<file path="config.mk">
export PLATFORM = sky130hd
export DESIGN_NAME = cond_unit
export DESIGN_NICKNAME = d
export VERILOG_FILES = /design/src/rtl/cond_unit_pkg.sv /design/src/rtl/cond_unit_cond_check.sv /design/src/rtl/cond_unit.sv
export SDC_FILE = /design/constraint.sdc
export NUM_CORES = 1
export LEC_CHECK = 0
export ABC_AREA = 0
export ABC_CLOCK_PERIOD_IN_PS = 2300
export BUFFER_PORTS_ARGS = -buffer_cell sky130_fd_sc_hd__buf_2
export CAP_MARGIN = 20
export CORE_MARGIN = 2
export CORE_UTILIZATION = 40
export CTS_BUF_LIST = sky130_fd_sc_hd__clkbuf_8
export DETAILED_ROUTE_END_ITERATION = 10
export GPL_TIMING_DRIVEN = 0
export PLACE_DENSITY = 0.71
export SYNTH_ARGS = -nofsm -noshare
export SYNTH_HDL_FRONTEND = slang
export SYNTH_SLANG_ARGS = --single-unit
export TNS_END_PERCENT = 30
</file>
<file path="constraint.sdc">
create_clock -name clk -period 2.3 [get_ports clk]
set_input_delay 0.23 -clock clk [delete_from_list [all_inputs] [get_ports clk]]
set_output_delay 0.23 -clock clk [all_outputs]
set_load 0.02 [all_outputs]
</file>
<file path="src/rtl/cond_unit_pkg.sv">
// cond_unit_pkg: shared types and constants for the condition unit slice.
// Holds the ARM condition-code enum, NZCV bit positions and the RISC-V
// branch funct3 encodings used when COND_RV_BRANCH_EN is defined.
package cond_unit_pkg;

    // ARM condition field encodings; NV (1111) is reserved and never executes
    typedef enum logic [3:0] {
        EQ = 4'b0000,
        NE = 4'b0001,
        CS = 4'b0010,
        CC = 4'b0011,
        MI = 4'b0100,
        PL = 4'b0101,
        VS = 4'b0110,
        VC = 4'b0111,
        HI = 4'b1000,
        LS = 4'b1001,
        GE = 4'b1010,
        LT = 4'b1011,
        GT = 4'b1100,
        LE = 4'b1101,
        AL = 4'b1110,
        NV = 4'b1111
    } cond_e;

    // Bit positions inside the {N,Z,C,V} flag vector
    localparam int unsigned N_IDX = 3;
    localparam int unsigned Z_IDX = 2;
    localparam int unsigned C_IDX = 1;
    localparam int unsigned V_IDX = 0;

    // RISC-V conditional branch funct3 encodings
    localparam logic [2:0] F3_BEQ  = 3'b000;
    localparam logic [2:0] F3_BNE  = 3'b001;
    localparam logic [2:0] F3_BLT  = 3'b100;
    localparam logic [2:0] F3_BGE  = 3'b101;
    localparam logic [2:0] F3_BLTU = 3'b110;
    localparam logic [2:0] F3_BGEU = 3'b111;

    // Branch decision from the same-cycle compare subtract. C is the ALU borrow
    // (1 when a < b unsigned), so bltu takes on C directly.
    function automatic logic rv_branch_taken(
        input logic [2:0] funct3,
        input logic       zero,
        input logic [3:0] alu_flags
    );
        logic w_lt;
        w_lt = alu_flags[N_IDX] ^ alu_flags[V_IDX];
        case (funct3)
            F3_BEQ:  return zero;
            F3_BNE:  return ~zero;
            F3_BLT:  return w_lt;
            F3_BGE:  return ~w_lt;
            F3_BLTU: return alu_flags[C_IDX];
            F3_BGEU: return ~alu_flags[C_IDX];
            default: return 1'b0;
        endcase
    endfunction

endpackage

</file>
<file path="src/rtl/cond_unit_cond_check.sv">
// cond_check: purely combinational ARM condition-code evaluation of
// CondE against a {N,Z,C,V} flag vector. C is used exactly as stored.
module cond_check #(
    parameter int unsigned COND_W = 4,
    parameter int unsigned FLAG_W = 4
) (
    input  logic [COND_W-1:0] CondE,
    input  logic [FLAG_W-1:0] Flags,
    output logic              CondExE
);
    import cond_unit_pkg::*;

    logic w_n;
    logic w_z;
    logic w_c;
    logic w_v;
    logic w_pass;

    assign w_n = Flags[N_IDX];
    assign w_z = Flags[Z_IDX];
    assign w_c = Flags[C_IDX];
    assign w_v = Flags[V_IDX];

    // Decode the condition field into a pass/fail decision
    always_comb begin
        w_pass = 1'b0;
        case (cond_e'(CondE))
            EQ:      w_pass = w_z;
            NE:      w_pass = ~w_z;
            CS:      w_pass = w_c;
            CC:      w_pass = ~w_c;
            MI:      w_pass = w_n;
            PL:      w_pass = ~w_n;
            VS:      w_pass = w_v;
            VC:      w_pass = ~w_v;
            HI:      w_pass = w_c & ~w_z;
            LS:      w_pass = ~w_c | w_z;
            GE:      w_pass = (w_n == w_v);
            LT:      w_pass = (w_n != w_v);
            GT:      w_pass = ~w_z & (w_n == w_v);
            LE:      w_pass = w_z | (w_n != w_v);
            AL:      w_pass = 1'b1;
            NV:      w_pass = 1'b0;
            default: w_pass = 1'b0;
        endcase
    end

    assign CondExE = w_pass;

endmodule

</file>
<file path="src/rtl/cond_unit.sv">
// cond_unit: execute-stage condition unit. Holds the architectural NZCV
// register, gates RegWrite/MemWrite/branch on the ARM condition, and
// registers the gated controls into the M stage (1 cycle, stall/flush).
// Optional macro COND_RV_BRANCH_EN adds RvBranchE/Funct3E for RISC-V
// compare-and-branch evaluated on same-cycle ALU flags and ZeroE.
module cond_unit #(
    parameter int unsigned COND_W = 4,
    parameter int unsigned FLAG_W = 4
) (
    input  logic              clk,
    input  logic              reset,
    input  logic [COND_W-1:0] CondE,
    input  logic [1:0]        FlagWriteE,
    input  logic [FLAG_W-1:0] ALUFlags,
    input  logic              ZeroE,
    input  logic              RegWriteE,
    input  logic              MemWriteE,
    input  logic              BranchE,
    input  logic              ValidE,
    input  logic              StallE,
    input  logic              FlushE,
`ifdef COND_RV_BRANCH_EN
    input  logic              RvBranchE,
    input  logic [2:0]        Funct3E,
`endif
    output logic              CondExE,
    output logic [FLAG_W-1:0] Flags,
    output logic              RegWriteM,
    output logic              MemWriteM,
    output logic              PCSrcM,
    output logic              ValidM
);
    import cond_unit_pkg::*;

    logic [FLAG_W-1:0] r_flags;
    logic              r_valid_m;
    logic              r_regwrite_m;
    logic              r_memwrite_m;
    logic              r_pcsrc_m;

    logic w_cond_pass;
    logic w_issue;
    logic w_go;
    logic w_flag_en;
    logic w_take;

    // Condition is evaluated against the flags as they stood before this instruction
    cond_check #(
        .COND_W (COND_W),
        .FLAG_W (FLAG_W)
    ) u_cond_check (
        .CondE   (CondE),
        .Flags   (r_flags),
        .CondExE (w_cond_pass)
    );

    assign CondExE = w_cond_pass;
    assign w_issue = ValidE & ~FlushE;

`ifdef COND_RV_BRANCH_EN
    logic w_rv_taken;

    // RISC-V branches bypass the ARM condition and never touch the flag register
    assign w_rv_taken = rv_branch_taken(Funct3E, ZeroE, ALUFlags);
    assign w_go       = w_issue & (RvBranchE | w_cond_pass);
    assign w_flag_en  = w_go & ~RvBranchE;
    assign w_take     = RvBranchE ? w_rv_taken : BranchE;
`else
    logic w_unused_zero;

    assign w_unused_zero = ZeroE;
    assign w_go          = w_issue & w_cond_pass;
    assign w_flag_en     = w_go;
    assign w_take        = BranchE;
`endif

    // Architectural NZCV register: N,Z and C,V are independently write-enabled
    always_ff @(posedge clk) begin
        if (!reset) begin
            r_flags <= '0;
        end else if (!StallE && w_flag_en) begin
            if (FlagWriteE[1]) begin
                r_flags[N_IDX] <= ALUFlags[N_IDX];
                r_flags[Z_IDX] <= ALUFlags[Z_IDX];
            end
            if (FlagWriteE[0]) begin
                r_flags[C_IDX] <= ALUFlags[C_IDX];
                r_flags[V_IDX] <= ALUFlags[V_IDX];
            end
        end
    end

    // E/M pipeline register: stall holds (beats flush), flush/invalid bubbles
    always_ff @(posedge clk) begin
        if (!reset) begin
            r_valid_m    <= 1'b0;
            r_regwrite_m <= 1'b0;
            r_memwrite_m <= 1'b0;
            r_pcsrc_m    <= 1'b0;
        end else if (StallE) begin
            r_valid_m    <= r_valid_m;
            r_regwrite_m <= r_regwrite_m;
            r_memwrite_m <= r_memwrite_m;
            r_pcsrc_m    <= r_pcsrc_m;
        end else if (FlushE || !ValidE) begin
            r_valid_m    <= 1'b0;
            r_regwrite_m <= 1'b0;
            r_memwrite_m <= 1'b0;
            r_pcsrc_m    <= 1'b0;
        end else begin
            r_valid_m    <= 1'b1;
            r_regwrite_m <= RegWriteE & w_go;
            r_memwrite_m <= MemWriteE & w_go;
            r_pcsrc_m    <= w_take & w_go;
        end
    end

    assign Flags     = r_flags;
    assign ValidM    = r_valid_m;
    assign RegWriteM = r_regwrite_m;
    assign MemWriteM = r_memwrite_m;
    assign PCSrcM    = r_pcsrc_m;

endmodule

</file>
==> results of run 1 <==
==> where the power goes <==
group | switching [mW] | total (mW) | leakage [nW] | internal, mW
sequential | 0.00208 | 0.144 | 0.0647 | 0.142
clock | 0.0496 | 0.163 | 0.0216 | 0.113
combinational | 0.0353 | 0.0668 | 0.256 | 0.0316
total | 0.0870 | 0.374 | 0.342 | 0.287
==> how the worst max path moves through the flow <==
stage              from       to  slack, ps
3_5_place_dp   Flags[3]  CondExE        520
4_1_cts        Flags[3]  CondExE        280
6_report       Flags[3]  CondExE        300
3_3_place_gp   Flags[3]  CondExE        560
5_1_grt        Flags[3]  CondExE        180
2_1_floorplan  Flags[3]  CondExE        350
==> routing by layer <==
layer,track usage,part of all wire,wire (um),vias up
met3,0.0222,0.045,50,0
met1,0.182,0.47,524,233
met2,0.298,0.48,530,13
li1,-,-,-,271
met5,0,0,0,-
met4,0.100,0,0,0
==> per-stage QoR <==
step	power, mW	instances	area [um^2]	hold WS [ps]	setup slack [ps]
2_1_floorplan	0.186	60	529	365	354
3_3_place_gp	0.212	100	673	443	562
3_5_place_dp	0.214	100	673	450	525
4_1_cts	0.379	103	714	241	281
5_1_grt	0.392	103	714	260	178
6_report	0.374	103	714	246	301
==> Yosys cell counts <==
master     count
mux2_4         1
nand2_1       12
clkbuf_1       1
nor4_4         1
a2bb2oi_1      1
a21boi_1       3
inv_1          3
nor2b_1        1
nor3_1         1
mux2i_1        5
mux2_2         1
o21ai_1        4
a21boi_0       1
mux2i_2        1
or3b_2         1
and3_2         1
o21ai_0        1
dfxtp_1        8
a31oi_1        1
xnor2_1        2
a2bb2oi_2      1
a21oi_1        1
buf_2          1
a211oi_1       1
o21a_1         1
and3_1         1
o21ai_2        2
a211oi_2       1
nand2b_1       1
==> state kept, by name (all words and copies together) (netlist names) <==
signal / count
Flags: 4
MemWriteM: 1
PCSrcM: 1
RegWriteM: 1
ValidM: 1
==> cell type report <==
| type | instances | area share |
|---|---|---|
| sequential | 8 | 0.224 |
| multi-input combinational | 47 | 0.489 |
| clock buffer | 3 | 0.0578 |
| tap | 15 | 0.0263 |
| inverter | 3 | 0.0158 |
| buffer | 2 | 0.0123 |
| timing repair buffer | 25 | 0.175 |
==> kinds of logic after synthesis <==
family	count (synthesis)
mux	8
xor+xnor	2
compound gates	18
buf+inv	5
simple gates	19
flops	8
==> worst reg2reg max path, cell delays in order (launching register included) <==
cell      delay (ps)
dfxtp_1          350
xnor2_1          310
o21a_1           150
o21ai_1          100
a211oi_2         450
o21ai_2          130
mux2i_1          130
==> results.cfg, run 1 <==
[drt]
num_vias = 517
totalWireLength_um = 1100
ant_nets = 0
first_pass_iters = 2
post_drt_wl_per_cell_um = 10.7
drc_errors = 0
drt_iter0_markers = 6
viasPerCell = 5.02

[critical_path]
r2r_slack_ps = 560
critical-path-top-delay-family = compound AO/OA/AOI/OAI gates
crit_path_end_kind = primary output
crit_required_ps = 2070
ff2ff_path_depth = 6
cp.depth = 6
crit_fanout = 5
crit_type = reg2out
startpoint_type = flop
timing.rr.end = Flags[2]
cp_cell_sequence = xnor2_1 -> a21oi_1 -> a2bb2oi_1 -> and3_2 -> a211oi_1 -> buf_2
arrival_ps = 1770
timing.rr.start = Flags[3]
crit_slowest_cell = dfxtp_1
cp_num_buf_inv = 1
slowest_delay_ps = 350

[floorplan]
start_util = 0.417
row_count = 13
die_x_um = 40.4
ios = 28
core-area_um2 = 1270
die-area_um2 = 1630
die_h_um = 40.4

[placed_design]
port_buffers = 25
gp_congestion = 0.739
dp_hpwl_um = 914

[synth]
ys_seq_area_frac = 0.303
synthTopCellsByArea = dfxtp_1 (30%), mux2i_1 (9.5%), nand2_1 (8.5%)
syn_avg_cell_area_um2 = 8.82
synth_xor_xnor_area_share = 0.0331
synth_fa_ha_area_frac = 0
yosys.area.top_type_share = 0.303
synth_seq_cells = 8
synth_top_area_cell = dfxtp_1
synth_compound_area_frac = 0.255
synthSimpleGateAreaFrac = 0.201
syn_inst = 60
synth_top_family_by_area = compound AO/OA/AOI/OAI gates
yosysWarnings = 0
synth_mux_area_frac = 0.170
syn_nets = 79
synth_cell_types = 29
syn_area_um2 = 529

[pwr]
power_density_nw_per_um2 = 523
peakVddDrop_mv = 0.340
p_leak_nw = 0.342

[cells_and_area]
final_cell_mix = buf_2 (26), nand2_1 (12), dfxtp_1 (8), mux2i_1 (5), o21ai_1 (4)
nFillCells = 120
register_area_um2 = 160
fin_util = 0.563
diodes = 0
finalNetCount = 109
syn_to_final_growth_pct = 35.0
mostFrequentLayoutCell = buf_2
post_route_cells_drive_above_1_share = 0.443
multi_input_area_um2 = 349

[run_status]
status = completed

[sta]
setup_viol = 0
tns_ps = 0
rsz0062_at_grt = false
worstMarginPinSlew_ps = 448
period_share = 0.869
finClkSkew_ps = 2.01
slew_headroom = 0.701
drv_slew = 0
hold_violations = 0
timing.final.crit_period_ps = 2000
max_clock_freq_mhz = 500

[global_route]
grtUsageTotal = 0.166
grt_overflow_total = 0
first_global_vias = 467
grt_start_max_net_pins = 11
grt_pass1_wl_um = 1800
antenna_found_initial = 0

[clock_network]
cts_resized = 0
cts_hold_buf = 0
cts_max_level = 1
clk_pin_slew_ps = 40
post_cts_buffers = 0
cts_tree = yes
cts-root-buf = clkbuf_8
clock_path_buffers = 2
clock-sinks = 8
clock_latency_ps = 220
cts_buffers = 3

[worst_hold_path]
hold_depth = 3
hold_path.startpoint = ALUFlags[3]
min_path_type = in2reg
hold_end = Flags[3]

[run]
cap_violations = 0
Power figures use the tool's default switching activity.
==> run 2: changes to the inputs <==
--- a/config.mk
+++ b/config.mk
@@ -9,12 +9,12 @@
 export ABC_CLOCK_PERIOD_IN_PS = 2300
 export BUFFER_PORTS_ARGS = -buffer_cell sky130_fd_sc_hd__buf_2
 export CAP_MARGIN = 20
-export CORE_MARGIN = 2
 export CORE_UTILIZATION = 40
 export CTS_BUF_LIST = sky130_fd_sc_hd__clkbuf_8
 export DETAILED_ROUTE_END_ITERATION = 10
 export GPL_TIMING_DRIVEN = 0
 export PLACE_DENSITY = 0.71
+export SLEW_MARGIN = 20
 export SYNTH_ARGS = -nofsm -noshare
 export SYNTH_HDL_FRONTEND = slang
 export SYNTH_SLANG_ARGS = --single-unit
==> run 2 against run 1 <==
  * Non-clock buffer count unchanged
  * Cell count decreased by 0.97%
  * Die area decreased by 9.7%
  * Power increased by 0.62%
  * Flip-flop and latch count unchanged
  * Sequential share of layout area about the same
  * Core utilization increased by 4.6 points
  * Routed wire length increased by 5.2%
  * Largest cell class unchanged
  * Register-to-register slack got worse by 20 ps
  * Highest routed layer is now met4
  * Global-route usage increased by 1.2 points
  * Largest power group unchanged
  * Count of clock-buffer cells in the layout unchanged
==> results.cfg, run 2 (synthesis gave the netlist of run 1 again) <==
[sta]
period_share = 0.871
hold_violations = 0
worstMarginPinSlew_ps = 439
setup_viol = 0
drv_slew = 0
fin_ws_ps = 297
tns_ps = 0
timing.final.crit_period_ps = 2000
rsz0062_at_grt = false
slew_headroom = 0.707
finClkSkew_ps = 2.93
max_clock_freq_mhz = 499

[cells_and_area]
mostFrequentLayoutCell = buf_2
final_cells = 102
largest_register_ffs = 4
finalNetCount = 109
syn_to_final_growth_pct = 34.8
final_cell_mix = buf_2 (26), nand2_1 (12), dfxtp_1 (8), mux2i_1 (5), o21ai_1 (4)
post_route_cells_drive_above_1_share = 0.443
diodes = 0

[drt]
viasPerCell = 5.12
ant_nets = 0
first_pass_iters = 4
num_vias = 522
drt_iter0_markers = 8
totalWireLength_um = 1160
drc_errors = 0
post_drt_wl_per_cell_um = 11.4

[floorplan]
core-area_um2 = 1170
die-area_um2 = 1470
die_h_um = 38.4
row_count = 12
start_util = 0.452
die_x_um = 38.4
ios = 28

[placed_design]
dpl.cell_count = 99
dp_hpwl_um = 901
pre_cts_ws_ps = 556
gp_congestion = 0.740
port_buffers = 25

[critical_path]
crit_required_ps = 2070
crit_fanout = 5
crit_type = reg2out
arrival_ps = 1770
startpoint_type = flop
crit_path_end_kind = primary output

[global_route]
grt_start_max_net_pins = 11
antenna_found_initial = 0
first_global_vias = 447
grtUsageMet3 = 0.0174
use_met2 = 0.297
grtUsageMet1 = 0.210
grt.busiest_layer = met2
grt_pass1_wl_um = 1790
grt_overflow_total = 0
grtUsageTotal = 0.178

[clock_network]
cts_max_level = 1
cts_hold_buf = 0
clock_path_buffers = 2
post_cts_buffers = 0
cts-root-buf = clkbuf_8
cts_buffers = 3
clk_pin_slew_ps = 40
cts_resized = 0
clock_latency_ps = 230
clock-sinks = 8
cts_tree = yes

[worst_hold_path]
min_path_type = in2reg

[run_status]
status = completed

[run]
cap_violations = 0

[pwr]
power_density_nw_per_um2 = 527
peakVddDrop_mv = 0.354
p_leak_nw = 0.342
p_total_mw = 0.376
-- run 2: cell counts in the layout (fill, tap and decap cells not counted) --
Identical to the previous run, type by type.
-- run 2: power breakdown --
group          internal (mW)  total (mW)  switching, mW
combinational         0.0316      0.0669         0.0354
sequential             0.142       0.144        0.00217
clock                  0.113       0.165         0.0516
-- run 2: through the flow --
step | area (um^2) | hold slack (ps) | utilization
after floorplan | 529 | 365 | -
after global placement | 672 | 443 | 0.574
after detailed placement | 672 | 453 | 0.574
after CTS | 713 | 245 | 0.609
after global routing | 713 | 261 | 0.609
final | 713 | 248 | 0.609
-- run 2: cell type report --
class / instances / area, um^2
inverters: 3 / 11.3
repair buffers: 25 / 125
fillers: 117 / 458
flip-flops and latches: 8 / 160
clock buffers: 3 / 41.3
multi-input cells: 47 / 349
well taps: 14 / 17.5
plain buffers: 2 / 8.76
-- run 2: critical path, stage by stage, from the launching register on --
cell	delay [ps]
dfxtp_1	350
xnor2_1	330
a21oi_1	120
a2bb2oi_1	170
and3_2	200
a211oi_1	180
buf_2	190
-- run 2: path summary, 6_finish.rpt --
path,slack [ps],to,cells after the start,startpoint
setup / recovery,300,CondExE,6,Flags[3]
hold / removal,250,Flags[3],3,ALUFlags[3]
setup reg to reg,540,Flags[2],6,Flags[3]
hold reg to reg,460,MemWriteM,2,MemWriteM
-- run 2: metal layers --
metal / part of all wire / wire length [um]
met1: 0.46 / 531
met2: 0.49 / 565
met3: 0.045 / 52
met4: 0.0095 / 11
met5: 0 / 0
